`src/rtl/thread_fetch_unit.sv`:
```
// Fetch stage for the two-thread interleaved core: per-thread PCs, round-robin imem address, IF/ID register.
// Optional FETCH_SPIN_PARK_EN parks a thread that reaches its own "BNZ to self with b==0" done-spin.

`ifdef FETCH_SPIN_PARK_EN
`ifndef OP_BNZ
`define OP_BNZ 4'hA
`endif
`endif

module tfu_thread_pc #(
  parameter logic [7:0] START = 8'd0,
  parameter logic [7:0] STEP  = 8'd2
) (
  input  logic       clk,
  input  logic       rst_n,
  input  logic       adv,
  input  logic       ld,
  input  logic [7:0] tgt,
  output logic [7:0] pc
);
  // A redirect load wins over the sequential advance; targets are halfword aligned.
  always_ff @(posedge clk) begin
    if (!rst_n)   pc <= START;
    else if (ld)  pc <= {tgt[7:1], 1'b0};
    else if (adv) pc <= pc + STEP;
  end
endmodule

module thread_fetch_unit #(
  parameter logic [7:0] T0_START = 8'd0,
  parameter logic [7:0] T1_START = 8'd100,
  parameter logic [7:0] PC_STEP  = 8'd2
) (
  input  logic        clk,
  input  logic        rst_n,
  output logic [7:0]  imem_pc,
  input  logic [15:0] imem_instr,
  input  logic        id_stall,
  input  logic        redir_valid,
  input  logic        redir_tid,
  input  logic [7:0]  redir_target,
  output logic        if_valid,
  output logic [15:0] if_instr,
  output logic [7:0]  if_pc,
  output logic        if_tid,
  output logic [1:0]  thread_parked
);
  logic [1:0][7:0] pc;
  logic [1:0]      adv, ld;
  logic            cur_tid, nxt_tid, tid_upd;
  logic            fetch_en, redir_cur;
  logic [1:0]      parked;

  assign imem_pc   = pc[cur_tid];
  assign redir_cur = redir_valid && (redir_tid == cur_tid);
  assign fetch_en  = !id_stall && !parked[cur_tid];
  assign adv       = fetch_en ? (cur_tid ? 2'b10 : 2'b01) : 2'b00;
  assign ld        = redir_valid ? (redir_tid ? 2'b10 : 2'b01) : 2'b00;

  for (genvar t = 0; t < 2; t++) begin : g_thr
    tfu_thread_pc #(.START((t == 0) ? T0_START : T1_START), .STEP(PC_STEP)) u_pc (
      .clk   (clk),
      .rst_n (rst_n),
      .adv   (adv[t]),
      .ld    (ld[t]),
      .tgt   (redir_target),
      .pc    (pc[t])
    );
  end

`ifdef FETCH_SPIN_PARK_EN
  logic       spin;
  logic [1:0] parked_n;

  assign spin = (imem_instr[15:12] == `OP_BNZ) && (imem_instr[7:4] == 4'd0) &&
                ({imem_instr[11:8], imem_instr[3:0]} == imem_pc);

  always_comb begin
    parked_n = parked;
    if (fetch_en && !redir_cur && spin) parked_n[cur_tid] = 1'b1;
    if (redir_valid) parked_n[redir_tid] = 1'b0;
    // Prefer the other thread; stay put only when it is parked.
    nxt_tid = parked_n[~cur_tid] ? cur_tid : ~cur_tid;
    // A parked current thread may move on even under stall so it never blocks the live one.
    tid_upd = !id_stall || parked[cur_tid];
  end

  always_ff @(posedge clk) begin
    if (!rst_n) parked <= 2'b00;
    else        parked <= parked_n;
  end
`else
  assign parked  = 2'b00;
  assign nxt_tid = ~cur_tid;
  assign tid_upd = !id_stall;
`endif

  assign thread_parked = parked;

  always_ff @(posedge clk) begin
    if (!rst_n)       cur_tid <= 1'b0;
    else if (tid_upd) cur_tid <= nxt_tid;
  end

  always_ff @(posedge clk) begin
    if (!rst_n) begin
      if_valid <= 1'b0;
      if_instr <= 16'd0;
      if_pc    <= 8'd0;
      if_tid   <= 1'b0;
    end else if (fetch_en) begin
      if_instr <= imem_instr;
      if_pc    <= imem_pc;
      if_tid   <= cur_tid;
      if_valid <= !redir_cur;
    end else if (!id_stall) begin
      if_valid <= 1'b0;
    end else if (redir_valid && if_valid && (if_tid == redir_tid)) begin
      if_valid <= 1'b0;
    end
  end
endmodule

```
`config.mk`:
```
export PLATFORM = sky130hd
export DESIGN_NAME = thread_fetch_unit
export DESIGN_NICKNAME = d
export VERILOG_FILES = /design/src/rtl/thread_fetch_unit.sv
export SDC_FILE = /design/constraint.sdc
export NUM_CORES = 1
export LEC_CHECK = 0
export BUFFER_PORTS_ARGS = -buffer_cell sky130_fd_sc_hd__buf_2
export CORE_UTILIZATION = 49
export DETAILED_ROUTE_END_ITERATION = 7
export GPL_TIMING_DRIVEN = 1
export PLACE_DENSITY_LB_ADDON = 0.25
export SLEW_MARGIN = 20
export SYNTH_ARGS = -nofsm -noshare
export SYNTH_HDL_FRONTEND = slang
export SYNTH_SLANG_ARGS = --single-unit
```
`constraint.sdc`:
```
create_clock -name clk -period 2.07 [get_ports clk]
set_clock_uncertainty 0.05 [all_clocks]
set_input_delay 0.3105 -clock clk [delete_from_list [all_inputs] [get_ports clk]]
set_output_delay 0.3105 -clock clk [all_outputs]
set_load 0.01 [all_outputs]
```
==> flow_summary.yaml, run 1 <==
run_status:
  status: "complete, no violations"
worst_setup_path:
  worstPathRequired_ns: 1.71
  cp-start-kind: "flip-flop"
  crit_arrival_ns: 1.60
  r2r_slack_ns: 0.31
  critPathMaxFanout: 18
  worstSetupPathType: "flip-flop to output port"
  endpoint_kind: "output port"
logic_synthesis:
  synth_top_area_cell: "dfxtp_1"
  synth.area.top_cells: "dfxtp_1 44%, mux2i_1 9.4%, nor2_1 6.0%, mux2_2 3.7%, o21ai_0 3.6%"
  synth-edff-count: 0
  synth_area_per_cell_um2: 9.163
  yosysUniqueCellTypes: 43
  synthArstFlopShare: 0
  synth_commonest_cells: "40 x dfxtp_1, 29 x nor2_1, 17 x mux2i_1"
  ys_ff_latch: 40
  yosysMostFrequentCell: "dfxtp_1"
  synth_top_area_frac: 0.4414
  syn-cell-area_um2: 1814
  synth_warnings: 0
  ys.flop_type: "dfxtp_1"
  seq_area_frac_synth: 0.4414
  postSynthCellCount: 198
placed_design:
  io_buffers: 59
  placedCellCount: 294
  dpl.hpwl_mm: 2.730
  placed_area_um2: 2126
  place_ws_ns: 0.3541
  gp_congestion: 0.7982
floorplanning:
  die_y_um: 62.85
  core_area_um2: 3442
  num_rows: 21
  start_util: 0.5271
  fp.dieW_um: 62.85
  die_area_um2: 3950
  ios: 65
detailed_routing:
  num_vias: 1553
  route.detailed.drc: 0
  wl_per_cell_um: 12.19
  viasPerCell: 5.142
  drtAntennaViolNets: 0
  dr.pass1.iters: 4
  wl_mm: 3.682
  first_iter_violations: 33
timing:
  fin_tns_setup_ns: 0
  min_period_ns: 1.958
  rsz0062_at_grt: "false"
  relSlewSlack: 0.5612
  whs_ns: 0.1960
  setup_viol: 0
  max_clock_freq_mhz: 510.8
  hold_viol: 0
  finalCritPeriodShare: 0.9457
  maxSlewViolCount: 0
  timing.final.ws_setup_ns: 0.1125
  tightestPinTransition_ns: 0.6573
clock_network:
  root_buffer: "clkbuf_8"
  postCtsHoldBufs: 0
  tritoncts: "done"
  post_cts_buffers: 0
  cts_made_buffers: 5
  clkSinkCount: 40
  cts_resized: 0
  clockBufferDepth: 2
  clock_latency_ns: 0.29
  htree_levels: 2
  path_clk_slew_ns: 0.07
global_routing:
  antenna_found_initial: 0
  grt_first_pass_wirelength_mm: 6.085
  overflow: 0
  grt_max_degree: 28
  grt_pass1_vias: 1436
  grtUsageTotal: 0.1950
power:
  clockPowerShare: 0.309
  p_sw_mw: 0.4420
  comb_power_share: 0.169
  finalPower_mw: 1.668
  p_seq_frac: 0.522
  internal_power_mw: 1.226
  power.density_nw_per_um2: 751.7
  peakVddDrop_uv: 521.3
  swShare: 0.2650
  p_leak_nw: 1.048
layout:
  antenna_cells: 0
  multi_input_area_um2: 923.4
  fillCellCount: 303
  design_area_um2: 2218
  fin_util: 0.6445
  syn2layout_area_growth_pct: 22.28
  drive_gt1_frac: 0.3047
  num-nets-final: 286
  ff_latch_area_um2: 800.8
  post_layout_nonfiller_instances: 302
job:
  maxCapViolCount: 0
min_path:
  hp-class: "input pin to flip-flop"
-- placed cells by master (no fill, tap or decap), drive strengths merged, types with 4 or more instances in the layout --
master  Yosys  routed
buf        10      63
dfxtp      40      40
nor2       29      29
mux2i      17      17
o21ai      15      15
nor3        7       7
mux2        6       6
nand2       6       6
nor2b       6       6
clkbuf      6       6
inv         5       5
or3         4       4
a31oi       4       4
conb        1       4
-- routing by layer --
layer / track usage / up-vias / share of wire
met5: 0 / - / 0
met4: 0.05233 / 0 / 0.012
met3: 0.06569 / 5 / 0.058
met2: 0.3533 / 45 / 0.47
met1: 0.2147 / 702 / 0.46
li1: - / 801 / -
-- power groups by stage --
stage / Sequential (mW) / Combinational (mW) / Clock [mW]
floorplan: 0.887 / 0.180 / 0
finish: 0.870 / 0.282 / 0.516
detailed placement: 0.887 / 0.284 / 0
CTS: 0.870 / 0.286 / 0.538
global route: 0.879 / 0.313 / 0.575
global placement: 0.885 / 0.278 / 0
-- path summary, 6_finish.rpt --
path,cells after the start,startpoint,to
setup / recovery,2,cur_tid,imem_pc[5]
hold reg to reg,2,if_valid,if_valid
setup reg to reg,3,cur_tid,g_thr[1].u_pc.pc[5]
hold / removal,3,imem_instr[9],if_instr[9]
-- cell families after synthesis --
logic type,share of synthesized area
DFF,0.4414
other,0.002067
AOI/OAI and AO/OA,0.1193
and+or+nand+nor,0.2124
adders and majority gates,0.01379
xor gates and xnor gates,0.02414
buffers and inverters,0.05586
muxes,0.1310
-- layout make-up --
cell class / count / share of cell area
Clock buffer: 6 / 0.03723
Inverter: 5 / 0.008460
Multi-Input combinational cell: 140 / 0.4162
Clock inverter: 2 / 0.004512
Timing Repair Buffer: 63 / 0.1466
Sequential cell: 40 / 0.3610
Tap cell: 46 / 0.02594
-- flip-flops by register name, summed over array words and instances, names as in the netlist --
register / cells
if_valid: 1
if_tid: 1
cur_tid: 1
if_pc: 7
if_instr: 16
g_thr.u_pc.pc: 14
-- critical path, stage by stage (launching register included) --
cell and delay (ns):
dfxtp_1 0.75, mux2_2 0.42, buf_2 0.14
(Power assumes the default switching activity.)
==> run 2, diff against run 1 <==
--- a/config.mk
+++ b/config.mk
@@ -5,11 +5,12 @@
 export SDC_FILE = /design/constraint.sdc
 export NUM_CORES = 1
 export LEC_CHECK = 0
-export BUFFER_PORTS_ARGS = -buffer_cell sky130_fd_sc_hd__buf_2
-export CORE_UTILIZATION = 49
+export CORE_UTILIZATION = 60
 export DETAILED_ROUTE_END_ITERATION = 7
+export DONT_BUFFER_PORTS = 1
 export GPL_TIMING_DRIVEN = 1
 export PLACE_DENSITY_LB_ADDON = 0.25
+export REMOVE_ABC_BUFFERS = 1
 export SLEW_MARGIN = 20
 export SYNTH_ARGS = -nofsm -noshare
 export SYNTH_HDL_FRONTEND = slang
==> run 2 against run 1 <==
  * The run now ends with design-rule violations left
  * Via count is 9.5% lower
  * Total power fell by 2.8%
  * Non-clock buffer count fell by 57
  * Hold slack lost 0.17 ns
  * Core utilization is 4.2 points higher
  * Die area is 18% lower
  * Combinational power decreased by 34%
  * Final cell count shrank 24%
  * Critical path depth unchanged
  * Register-to-register slack improved by 0.15 ns
  * Worst setup slack worse by 0.012 ns
  * Global-route usage grew 3.8 points
==> flow_summary.yaml, run 2 (synthesis results as in run 1) <==
clock_network:
  cts_made_buffers: 5
  clkSinkCount: 40
  clock_latency_ns: 0.35
  clockBufferDepth: 2
  root_buffer: "clkbuf_4"
  tritoncts: "done"
  path_clk_slew_ns: 0.12
  htree_levels: 2
  post_cts_buffers: 0
worst_setup_path:
  crit_buf_inv: 1
  critPathMaxFanout: 12
  worstPathRequired_ns: 1.71
  worstSetupPathType: "flip-flop to output port"
  endpoint_kind: "output port"
  cp_top_family: "flip-flops"
  cp-start-kind: "flip-flop"
  path_cells: "buf_4, mux2_2"
  crit_arrival_ns: 1.61
  slowest_delay_ns: 0.61
  slowest_stage: "dfxtp_1"
placed_design:
  place_ws_ns: 0.4971
  io_buffers: 0
  gp_congestion: 0.7547
  placedCellCount: 218
  dpl.hpwl_mm: 2.497
  placed_area_um2: 1797
run_status:
  violations: "design-rule violations"
  status: "finished with violations"
power:
  power.density_nw_per_um2: 841.6
  peakVddDrop_uv: 640.6
  finalPower_mw: 1.622
  p_leak_nw: 0.7876
timing:
  min_period_ns: 1.970
  finalCritPeriodShare: 0.9515
  hold_viol: 0
  rsz0062_at_grt: "false"
  max_clock_freq_mhz: 507.7
  maxSlewViolCount: 0
  setup_viol: 0
  fin_tns_setup_ns: 0
  whs_ns: 0.02814
  timing.final.ws_setup_ns: 0.1004
job:
  maxCapViolCount: 0
layout:
  fin_util: 0.6869
  drive_gt1_frac: 0.08543
  syn2layout_area_growth_pct: 6.207
  reg_top3: "if_instr x16, g_thr.u_pc.pc x14, if_pc x7"
  post_layout_nonfiller_instances: 230
  final_common_cell: "dfxtp_1"
  largest-register: "if_instr"
  ff_latch_area_um2: 800.8
  antenna_cells: 0
  fillCellCount: 241
  largest_register_ffs: 16
  num-nets-final: 229
  final_cell_mix: "40 x dfxtp_1, 29 x nor2_1, 17 x mux2i_1"
  design_area_um2: 1927
  multi_input_area_um2: 923.4
floorplanning:
  fp.dieW_um: 56.99
  die_y_um: 56.99
  ios: 65
  start_util: 0.6467
  die_area_um2: 3248
  core_area_um2: 2805
  num_rows: 19
detailed_routing:
  num_vias: 1406
  first_iter_violations: 55
  dr.pass1.iters: 7
  wl_mm: 3.617
  drtAntennaViolNets: 0
  wl_per_cell_um: 15.73
  route.detailed.drc: 10
  viasPerCell: 6.113
min_path:
  hp-class: "input pin to flip-flop"
global_routing:
  antenna_found_initial: 0
  overflow: 0
  grt_pass1_vias: 1303
  grt_first_pass_wirelength_mm: 5.706
  grtUsageTotal: 0.2330
  grt_max_degree: 43
-- run 2: area by class of cell --
class,instances,area share
repair buffers,6,0.02857
inverters,5,0.009740
multi-input cells,140,0.4792
clock buffers,6,0.02662
well taps,31,0.02013
clock inverters,2,0.02013
flip-flops and latches,40,0.4156
-- run 2: timing repair --
item / 4_1_cts / 5_1_grt
hold buffers: 2 / 2
hold endpoints to repair: 2 / 2
gates resized for setup: 0 / 0
-- run 2: worst paths after layout --
path	start	end	slack, ns	depth (start not counted)
worst max-delay path	cur_tid	imem_pc[1]	0.10	2
worst min register to register	g_thr[0].u_pc.pc[7]	g_thr[0].u_pc.pc[7]	0.48	2
worst min-delay path	rst_n	g_thr[0].u_pc.pc[5]	0.03	2
worst max register to register	cur_tid	g_thr[1].u_pc.pc[5]	0.46	3
-- run 2: per-layer routing --
metal	vias up	global-route usage	part of all wire
met5	-	0	0
li1	692	-	-
met4	0	0.09408	0.016
met1	654	0.2605	0.40
met2	55	0.3899	0.49
met3	5	0.1020	0.090
-- run 2: power by group --
part	internal, mW	switching (mW)
Combinational	0.0913	0.0945
Sequential	0.824	0.0638
Clock	0.289	0.258
